[src/rtl/cache_fill_pkg.sv]
// Shared types and default constants for the cache block fill controller.
// Optional critical-word-first ordering is enabled by defining CACHE_FILL_CWF_EN.
package cache_fill_pkg;

  // Fill controller states
  typedef enum logic [1:0] {
    IDLE = 2'd0,
    FILL = 2'd1,
    DONE = 2'd2
  } fill_state_t;

  // Default parameter values for cache_fill_ctrl
  localparam int DEF_ADDR_W          = 16;
  localparam int DEF_BLOCK_WORDS     = 8;
  localparam int DEF_WORD_BYTES      = 2;
  localparam int DEF_MAX_OUTSTANDING = 4;

endpackage

[src/rtl/fill_offset_ctr.sv]
// Word-offset counter inside a cache block. Wraps naturally modulo 2**W,
// which equals the block size because the block size is a power of two.
module fill_offset_ctr #(
  parameter int W = 3
) (
  input  logic         clk,
  input  logic         rst_n,
  input  logic         i_load,
  input  logic [W-1:0] i_load_val,
  input  logic         i_inc,
  output logic [W-1:0] o_count
);

  logic [W-1:0] r_count;

  // Load has priority over increment so a new fill always starts clean
  always_ff @(posedge clk or posedge rst_n) begin
    if (rst_n) begin
      r_count <= '0;
    end else if (i_load) begin
      r_count <= i_load_val;
    end else if (i_inc) begin
      r_count <= r_count + W'(1);
    end
  end

  assign o_count = r_count;

endmodule

[src/rtl/cache_fill_ctrl.sv]
// Cache block fill controller: on a miss, issues BLOCK_WORDS word reads
// (at most MAX_OUTSTANDING in flight) and writes the returned words into the
// data array in request order. Define CACHE_FILL_CWF_EN to fetch the missing
// word first and expose the crit_valid early-restart pulse.
// Note: rst_n is an asynchronous reset that is active HIGH.
module cache_fill_ctrl
  import cache_fill_pkg::*;
#(
  parameter int ADDR_W          = DEF_ADDR_W,
  parameter int BLOCK_WORDS     = DEF_BLOCK_WORDS,
  parameter int WORD_BYTES      = DEF_WORD_BYTES,
  parameter int MAX_OUTSTANDING = DEF_MAX_OUTSTANDING
) (
  input  logic                          clk,
  input  logic                          rst_n,
  input  logic                          miss_detected,
  input  logic [ADDR_W-1:0]             miss_address,
  output logic                          fsm_busy,
  output logic                          mem_req,
  input  logic                          mem_ready,
  output logic [ADDR_W-1:0]             memory_address,
  input  logic                          memory_data_valid,
  input  logic [8*WORD_BYTES-1:0]       memory_data,
  output logic                          cache_wen,
  output logic [$clog2(BLOCK_WORDS)-1:0] cache_word,
  output logic [8*WORD_BYTES-1:0]       cache_wdata,
  output logic                          fill_done
`ifdef CACHE_FILL_CWF_EN
  ,
  output logic                          crit_valid
`endif
);

  localparam int OFF_W  = $clog2(BLOCK_WORDS);
  localparam int BYTE_W = $clog2(WORD_BYTES);
  localparam int CNT_W  = OFF_W + 1;
  localparam int OUT_W  = $clog2(MAX_OUTSTANDING + 1);
  localparam logic [CNT_W-1:0]  BLOCK_CNT = CNT_W'(BLOCK_WORDS);
  localparam logic [CNT_W-1:0]  LAST_CNT  = CNT_W'(BLOCK_WORDS - 1);
  localparam logic [OUT_W-1:0]  MAX_OUT   = OUT_W'(MAX_OUTSTANDING);
  localparam logic [ADDR_W-1:0] OFF_MASK  = ADDR_W'(BLOCK_WORDS * WORD_BYTES - 1);

  fill_state_t       r_state;
  logic [ADDR_W-1:0] r_base;
  logic [CNT_W-1:0]  r_issued;
  logic [CNT_W-1:0]  r_returned;
  logic [OUT_W-1:0]  r_outstanding;
  logic              r_busy;
  logic              r_done;

  logic              w_accept;
  logic              w_issue;
  logic              w_ret;
  logic [OFF_W-1:0]  w_start_off;
  logic [OFF_W-1:0]  w_issue_off;
  logic [OFF_W-1:0]  w_ret_off;

  assign w_accept = (r_state == IDLE) && miss_detected;

`ifdef CACHE_FILL_CWF_EN
  // The block is fetched starting at the word that actually missed
  assign w_start_off = OFF_W'(miss_address >> BYTE_W);
`else
  assign w_start_off = '0;
`endif

  // Request while words remain to issue and there is room in flight
  assign mem_req = (r_state == FILL) && (r_issued < BLOCK_CNT) && (r_outstanding < MAX_OUT);
  assign w_issue = mem_req && mem_ready;

  // Returns with nothing in flight are stale (e.g. from an aborted fill)
  assign w_ret = (r_state == FILL) && memory_data_valid && (r_outstanding != '0);

  assign memory_address = mem_req ? (r_base | (ADDR_W'(w_issue_off) << BYTE_W)) : '0;
  assign cache_wen      = w_ret;
  assign cache_word     = w_ret ? w_ret_off : '0;
  assign cache_wdata    = memory_data;
  assign fsm_busy       = r_busy;
  assign fill_done      = r_done;

`ifdef CACHE_FILL_CWF_EN
  assign crit_valid = w_ret && (r_returned == '0);
`endif

  fill_offset_ctr #(.W(OFF_W)) u_issue_ctr (
    .clk        (clk),
    .rst_n      (rst_n),
    .i_load     (w_accept),
    .i_load_val (w_start_off),
    .i_inc      (w_issue),
    .o_count    (w_issue_off)
  );

  // Returns arrive in request order, so this tracks the oldest unreturned word
  fill_offset_ctr #(.W(OFF_W)) u_ret_ctr (
    .clk        (clk),
    .rst_n      (rst_n),
    .i_load     (w_accept),
    .i_load_val (w_start_off),
    .i_inc      (w_ret),
    .o_count    (w_ret_off)
  );

  // FSM with issue/return bookkeeping and registered busy/done outputs
  always_ff @(posedge clk or posedge rst_n) begin
    if (rst_n) begin
      r_state       <= IDLE;
      r_base        <= '0;
      r_issued      <= '0;
      r_returned    <= '0;
      r_outstanding <= '0;
      r_busy        <= 1'b0;
      r_done        <= 1'b0;
    end else begin
      unique case (r_state)
        IDLE: begin
          r_done <= 1'b0;
          if (w_accept) begin
            r_state       <= FILL;
            r_base        <= miss_address & ~OFF_MASK;
            r_issued      <= '0;
            r_returned    <= '0;
            r_outstanding <= '0;
            r_busy        <= 1'b1;
          end
        end
        FILL: begin
          if (w_issue) begin
            r_issued <= r_issued + CNT_W'(1);
          end
          if (w_ret) begin
            r_returned <= r_returned + CNT_W'(1);
          end
          // Simultaneous issue and return leave the in-flight count unchanged
          if (w_issue && !w_ret) begin
            r_outstanding <= r_outstanding + OUT_W'(1);
          end else if (!w_issue && w_ret) begin
            r_outstanding <= r_outstanding - OUT_W'(1);
          end
          if (w_ret && (r_returned == LAST_CNT)) begin
            r_state <= DONE;
            r_done  <= 1'b1;
          end
        end
        DONE: begin
          r_state <= IDLE;
          r_busy  <= 1'b0;
          r_done  <= 1'b0;
        end
        default: begin
          r_state <= IDLE;
          r_busy  <= 1'b0;
          r_done  <= 1'b0;
        end
      endcase
    end
  end

endmodule
[config.mk]
export PLATFORM = sky130hd
export DESIGN_NAME = cache_fill_ctrl
export DESIGN_NICKNAME = d
export VERILOG_FILES = /design/src/rtl/cache_fill_pkg.sv /design/src/rtl/fill_offset_ctr.sv /design/src/rtl/cache_fill_ctrl.sv
export SDC_FILE = /design/constraint.sdc
export NUM_CORES = 1
export LEC_CHECK = 0
export BUFFER_PORTS_ARGS = -buffer_cell sky130_fd_sc_hd__buf_2
export CORE_ASPECT_RATIO = 2
export CORE_UTILIZATION = 47
export DETAILED_ROUTE_END_ITERATION = 8
export GPL_ROUTABILITY_DRIVEN = 1
export HOLD_SLACK_MARGIN = 0.06
export PLACE_DENSITY = 0.79
export SYNTH_ARGS = -nofsm -noshare
export SYNTH_HDL_FRONTEND = slang
export SYNTH_SLANG_ARGS = --single-unit
[constraint.sdc]
create_clock -name clk -period 2.5 [get_ports clk]
set_input_delay 0.125 -clock clk [delete_from_list [all_inputs] [get_ports clk]]
set_output_delay 0.125 -clock clk [all_outputs]
set_load 0.02 [all_outputs]
# After elaboration in Yosys (flattened, before gate mapping)
# Index checks and enable logic that the tools add are counted.
classes:
  add_sub_neg: 6
  n_mul: 0
  n_div: 0
  n_lt_le_gt_ge: 2
  eq_ne: 7
  n_shift: 0
  muxes: 22
  n_bitwise: 2
  n_reduce_logical: 22
ops:
  columns: ["cell", "count"]
  rows:
  - ["3-bit 2-to-1 mux", 8]
  - ["16-bit 2-to-1 mux", 1]
  - ["16-bit by 4-bit bitwise OR with 16-bit output", 1]
  - ["4-bit case mux with 2 select lines", 2]
  - ["4-bit 2-to-1 mux", 3]
  - ["3-bit by 1-bit adder with 3-bit output, second input constant", 3]
  - ["1-bit logical AND", 9]
  - ["3-bit AND reduction", 3]
  - ["4-bit by 1-bit adder with 4-bit output, second input constant", 2]
  - ["3-bit case mux with 2 select lines", 1]
  - ["2-bit AND reduction", 3]
  - ["2-bit nonzero test", 3]
  - ["4-bit by 3-bit equality test with 1-bit output, second input constant", 1]
  - ["4-bit < comparator, second input constant", 1]
  - ["2-bit 2-to-1 mux", 2]
  - ["2-bit by 1-bit != test with 1-bit output, second input constant", 2]
  - ["2-bit != test, second input constant", 2]
  - ["2-bit case mux with 2 select lines", 1]
  - ["3-bit < comparator, second input constant", 1]
  - ["1-bit 2-to-1 mux", 3]
  - ["3-bit by 1-bit != test with 1-bit output, second input constant", 1]
  - ["3-bit nonzero test", 1]
  - ["3-bit by 1-bit subtractor with 3-bit output, second input constant", 1]
  - ["2-bit by 1-bit equality test with 1-bit output, second input constant", 1]
  - ["other kinds (4)", 5]
totals:
  ff_bits: 33
  latch_bits: 0
  ram_bits: 0
  rom_bits: 0
  in_bits: 37
  output_inout_bits: 39
  memories: 0

# Longest topological paths before layout
depth:
  word_depth: 9
  mapped_depth: 8
  ltp_nobuf: 7

# By module
# From an unflattened synthesis, not the netlist that was laid out.
hier_totals:
  hier_cells: 201
  area_unflattened_um2: 1865.5
by_module_without_submodules:
  columns: ["module", "n_inst", "cells_per_inst", "area_per_inst_um2"]
  rows:
  - ["cache_fill_ctrl", 1, 171, 1550.2]
  - ["fill_offset_ctr", 2, 15, 157.7]

# Worst setup path before layout
# Ideal clock, no wire load.
synth_path:
  path_kind: "register -> register"
  from: "register r_outstanding[2]"
  to: "register r_outstanding[2]"
  setup_time_ns: 0.087
  arrival_time_ns: 1.870
  required_ns: 2.413
  path_slack_ns: 0.543
  stages_incl_launch_ff: 9
  n_path_buf: 1
  path_cell_list: "dfrtp_1 > or3_1 > buf_2 > a211oi_4 > fa_1 > inv_1 > a211oi_1 > mux2i_1 > o211ai_1"
synth_between:
  elab_chain_len: 7
  word_cells_on_any_way: 16
  cone_classes: "2 x add/sub; 1 x order compare; 1 x eq/ne; 3 x mux; 9 x reduce/logical"
synth_lines:
  columns: ["element", "line_no", "source"]
  rows:
  - ["from (decl)", "cache_fill_ctrl.sv:47", "logic [OUT_W-1:0] r_outstanding;"]
  - ["from (signal assigned)", "cache_fill_ctrl.sv:136", "r_outstanding <= r_outstanding + OUT_W'(1);"]
  - ["from (signal assigned)", "cache_fill_ctrl.sv:138", "r_outstanding <= r_outstanding - OUT_W'(1);"]
  - ["3-bit < comparator", "cache_fill_ctrl.sv:68", "assign mem_req = (r_state == FILL) && (r_issued < BLOCK_CNT) && (r_outstanding < MAX_OUT);"]
  - ["1-bit logical AND", "cache_fill_ctrl.sv:68", null]
  - ["1-bit logical AND", "cache_fill_ctrl.sv:69", "assign w_issue = mem_req && mem_ready;"]
  - ["1-bit logical NOT", "cache_fill_ctrl.sv:137", "end else if (!w_issue && w_ret) begin"]
  - ["1-bit logical AND", "cache_fill_ctrl.sv:137", null]
  - ["3-bit by 1-bit != test with 1-bit output (no line)", null, null]
  - ["3-bit AND reduction (no line)", null, null]
# Several ways; a longest one is shown, not always the timed one. The select of a mux whose other input is x is not followed.
# A chain may end at the register's enable or synchronous reset.

# Worst setup path after layout
# Ends and elaborated chain as after synthesis.

==> impl_results.md <==
- CTS buffer count: 5
- Number of I/O pins: 76
- Sequential share of the synthesized area: 46.8%
- Critical Path End Type: flop
- Mapped Nets: 237
- Synth Area per Inst: 9.04 um^2
- Post-CTS clock slew at the launch and capture registers of the worst setup and hold paths: 0.07 ns
- Number of endpoints failing setup at the final stage: 0
- Filler-free cell count of the finished design: 282
- Diode insertion count for antenna repair: 0
- Worst r2r dst: r_outstanding[2]
- Yosys top cell by area: dfrtp_1
- Post-route DRC violation count: 0
- Initial Util: 48.9%
- Number of flops mapped to enable cells by yosys: 0
- Top cells by count, synth: nand2_1, dfrtp_1, buf_4, and2_1, nand3_1
- Most used flip-flop cell after synthesis: dfrtp_1
- Least-Margin Pin Slew: 0.615 ns
- Achievable Freq: 455 MHz
- Total congestion overflow: 0
- R2R cell count: 7
- Initial antenna violation count: 0
- Sequential Power Share: 37.3%
- CP required: 2.70 ns
- Root buffer cell: clkbuf_8
- Total Neg Setup Slack: 0 ns
- Area added between synthesis and finish: 20.2%
- Yosys top cell area share: 46.8%
- Start point of the critical path: r_outstanding[2]
- Peak supply drop: 0.687 mV
- Post-detailed-placement half-perimeter wirelength: 2380 um
- Global placer's final weighted congestion: 0.856
- Critical Path End: r_outstanding[2]
- TritonCTS clock tree: yes
- Initial detailed-routing violation count: 32
- Average via count per standard cell: 4.89
- Ranking of synthesized cells by area: dfrtp_1, nand2_1, buf_4
- Most common cell in the synthesized netlist: nand2_1
- Ys async rst share: 100%
- Number of H-tree levels: 2
- P_leak: 0.00112 uW
- Area of the placeable core: 3610 um^2
- Remaining max-slew budget at the tightest pin: 58.9%
- Number of hold violations in the final report: 0
- Period utilization: 87.9%
- Areal power density over the cells: 1160 nW/um^2
- Maximum clock path buffer count: 2
- Launch instance of the worst register-to-register path: r_outstanding[2]
- Post-CTS repair timing setup buffer count: 0
- Clock sink count: 33
- Area of the die: 4010 um^2
- Launch instance of the worst min-delay path: mem_ready
- Startpoint-to-endpoint class of the critical path: flop to flop
- Max-cap violation count: 0
- Clock share of power: 17.5%
- Net Switching: 1010 uW
- Register-to-register setup slack: 0.30 ns
- Port Buffers: 38
- Slew Limit Fails: 0
- Pin count of the biggest net entering global routing: 34
- Clock period minus final worst setup slack: 2.20 ns
- Global router's overall resource usage: 20.5%
- Share of layout cells above drive strength 1: 23.2%
- Pint: 1460 uW
- RSZ-0062 raised after global routing: false
- Number of cell rows: 31
- Cell area after synthesis: 1760 um^2
- Hold-fix buffers at CTS: 13
- Routed Wire Length: 3540 um
- Worst min-delay path class: input port to flop
- Die height: 88.6 um
- Count of distinct cell types in the synthesized netlist: 35
- Average wire length per cell after detail routing: 12.6 um
- Clock Skews: 0.00793 ns
- Post-CTS sizing: 0
- Proportion of power drawn by combinational gates: 45.1%
- Total of flip-flops plus latches after synthesis: 33
- Vias in the first global route: 1,372
- Number of warnings reported in the yosys synthesis log: 0
- Remaining antenna violation count: 0
- Total instance count after detailed placement: 261
- Layout net count: 274
- Iteration count of the initial detailed-routing pass: 5
- Critical path launch point type: flop
- Horizontal die dimension: 45.3 um
- Share of total power consumed by net switching: 40.8%
- Total number of vias: 1,380
- Arr. time, crit path: 2.40 ns
- First-pass GRT wire length: 5890 um
- CP max FO: 8
- Status: finished, final reports clean
- Synthesized instance count: 195
- Worst-skew pair later-pin latency: 0.28 ns
- Total of fill cells in the finished design: 330
==> per-stage QoR <==
stage               power (uW)  area [um^2]  utilization, %  setup slack (ns)  hold slack, ns
floorplan                 1740         1760               -             0.543           0.230
global placement          1990         1890            52.3             0.388           0.233
detailed placement        2030         1890            52.3             0.307           0.238
CTS                       2480         2120            58.8             0.293           0.154
global route              2670         2120            58.8            0.0710           0.194
finish                    2460         2120            58.8             0.303           0.156
==> power groups by stage <==
stage	registers [uW]	clock network [uW]	logic (uW)
5_1_grt	947	458	1260
4_1_cts	918	442	1120
6_report	920	432	1110
2_1_floorplan	899	0	840
3_5_place_dp	925	0	1100
3_3_place_gp	917	0	1070
==> placed cells by master, fill, tap and decap left out, types with 4 or more instances in the layout <==
| master | netlist | layout |
|---|---|---|
| xor2_1 | 6 | 6 |
| and2_1 | 16 | 16 |
| inv_1 | 8 | 8 |
| buf_2 | 1 | 38 |
| ha_1 | 4 | 4 |
| nor2_1 | 9 | 9 |
| nand2_1 | 45 | 45 |
| nand3_1 | 11 | 11 |
| a21oi_1 | 5 | 5 |
| and3_1 | 4 | 4 |
| o21ai_0 | 7 | 7 |
| dfrtp_1 | 33 | 33 |
| clkbuf_8 | 0 | 7 |
| dlygate4sd3_1 | 0 | 13 |
==> worst min path at each step <==
stage                                   to  slack (ns)  depth (start not counted)
detailed placement           r_returned[0]        0.24                          3
finish                         r_issued[3]        0.16                          3
floorplan                       r_base[10]        0.23                          2
CTS                            r_issued[3]        0.15                          3
global route        u_issue_ctr.o_count[1]        0.19                          3
global placement             r_returned[0]        0.23                          3
==> cell type report <==
type	instances	area, um^2	share of cell area (%)
clock buffers	7	96.3	4.55
clock inverters	1	5.00	0.236
inverters	8	30.0	1.42
multi-input cells	130	758	35.8
flip-flops and latches	33	826	39.0
well taps	49	61.3	2.89
repair buffers	54	343	16.2
==> flip-flops by register name, summed over array words and instances, names as in the netlist <==
signal,count
r_issued,4
r_base,12
r_outstanding,3
r_returned,4
u_ret_ctr.o_count,3
fill_done,1
r_state,2
fsm_busy,1
u_issue_ctr.o_count,3
==> worst max-delay path, stage by stage, from the launching register on <==
cell      delay [ns]
dfrtp_1         0.45
or3_1           0.53
a211oi_4        0.37
fa_1            0.25
inv_1           0.06
a211oi_1        0.20
mux2i_1         0.10
o211ai_1        0.16
==> routing by layer <==
metal | GRT usage, % | vias up | wire [um]
met1 | 22.8 | 661 | 1440
met2 | 34.4 | 31 | 1860
met4 | 12.9 | 0 | 100
met5 | 0 | - | 0
met3 | 3.88 | 7 | 134
li1 | - | 681 | -
==> cell families (layout without fill, tap and decap cells) <==
group,Yosys count,count (layout),synth area share [%]
xor+xnor,7,7,3.48
fa+ha+maj,5,5,3.97
flops,33,33,46.8
buf+inv,32,70,10.5
simple gates,95,95,26.2
other cells,1,1,0.213
compound gates,20,20,7.59
mux,2,2,1.21
Note: power is estimated with default switching activity, not from simulation.
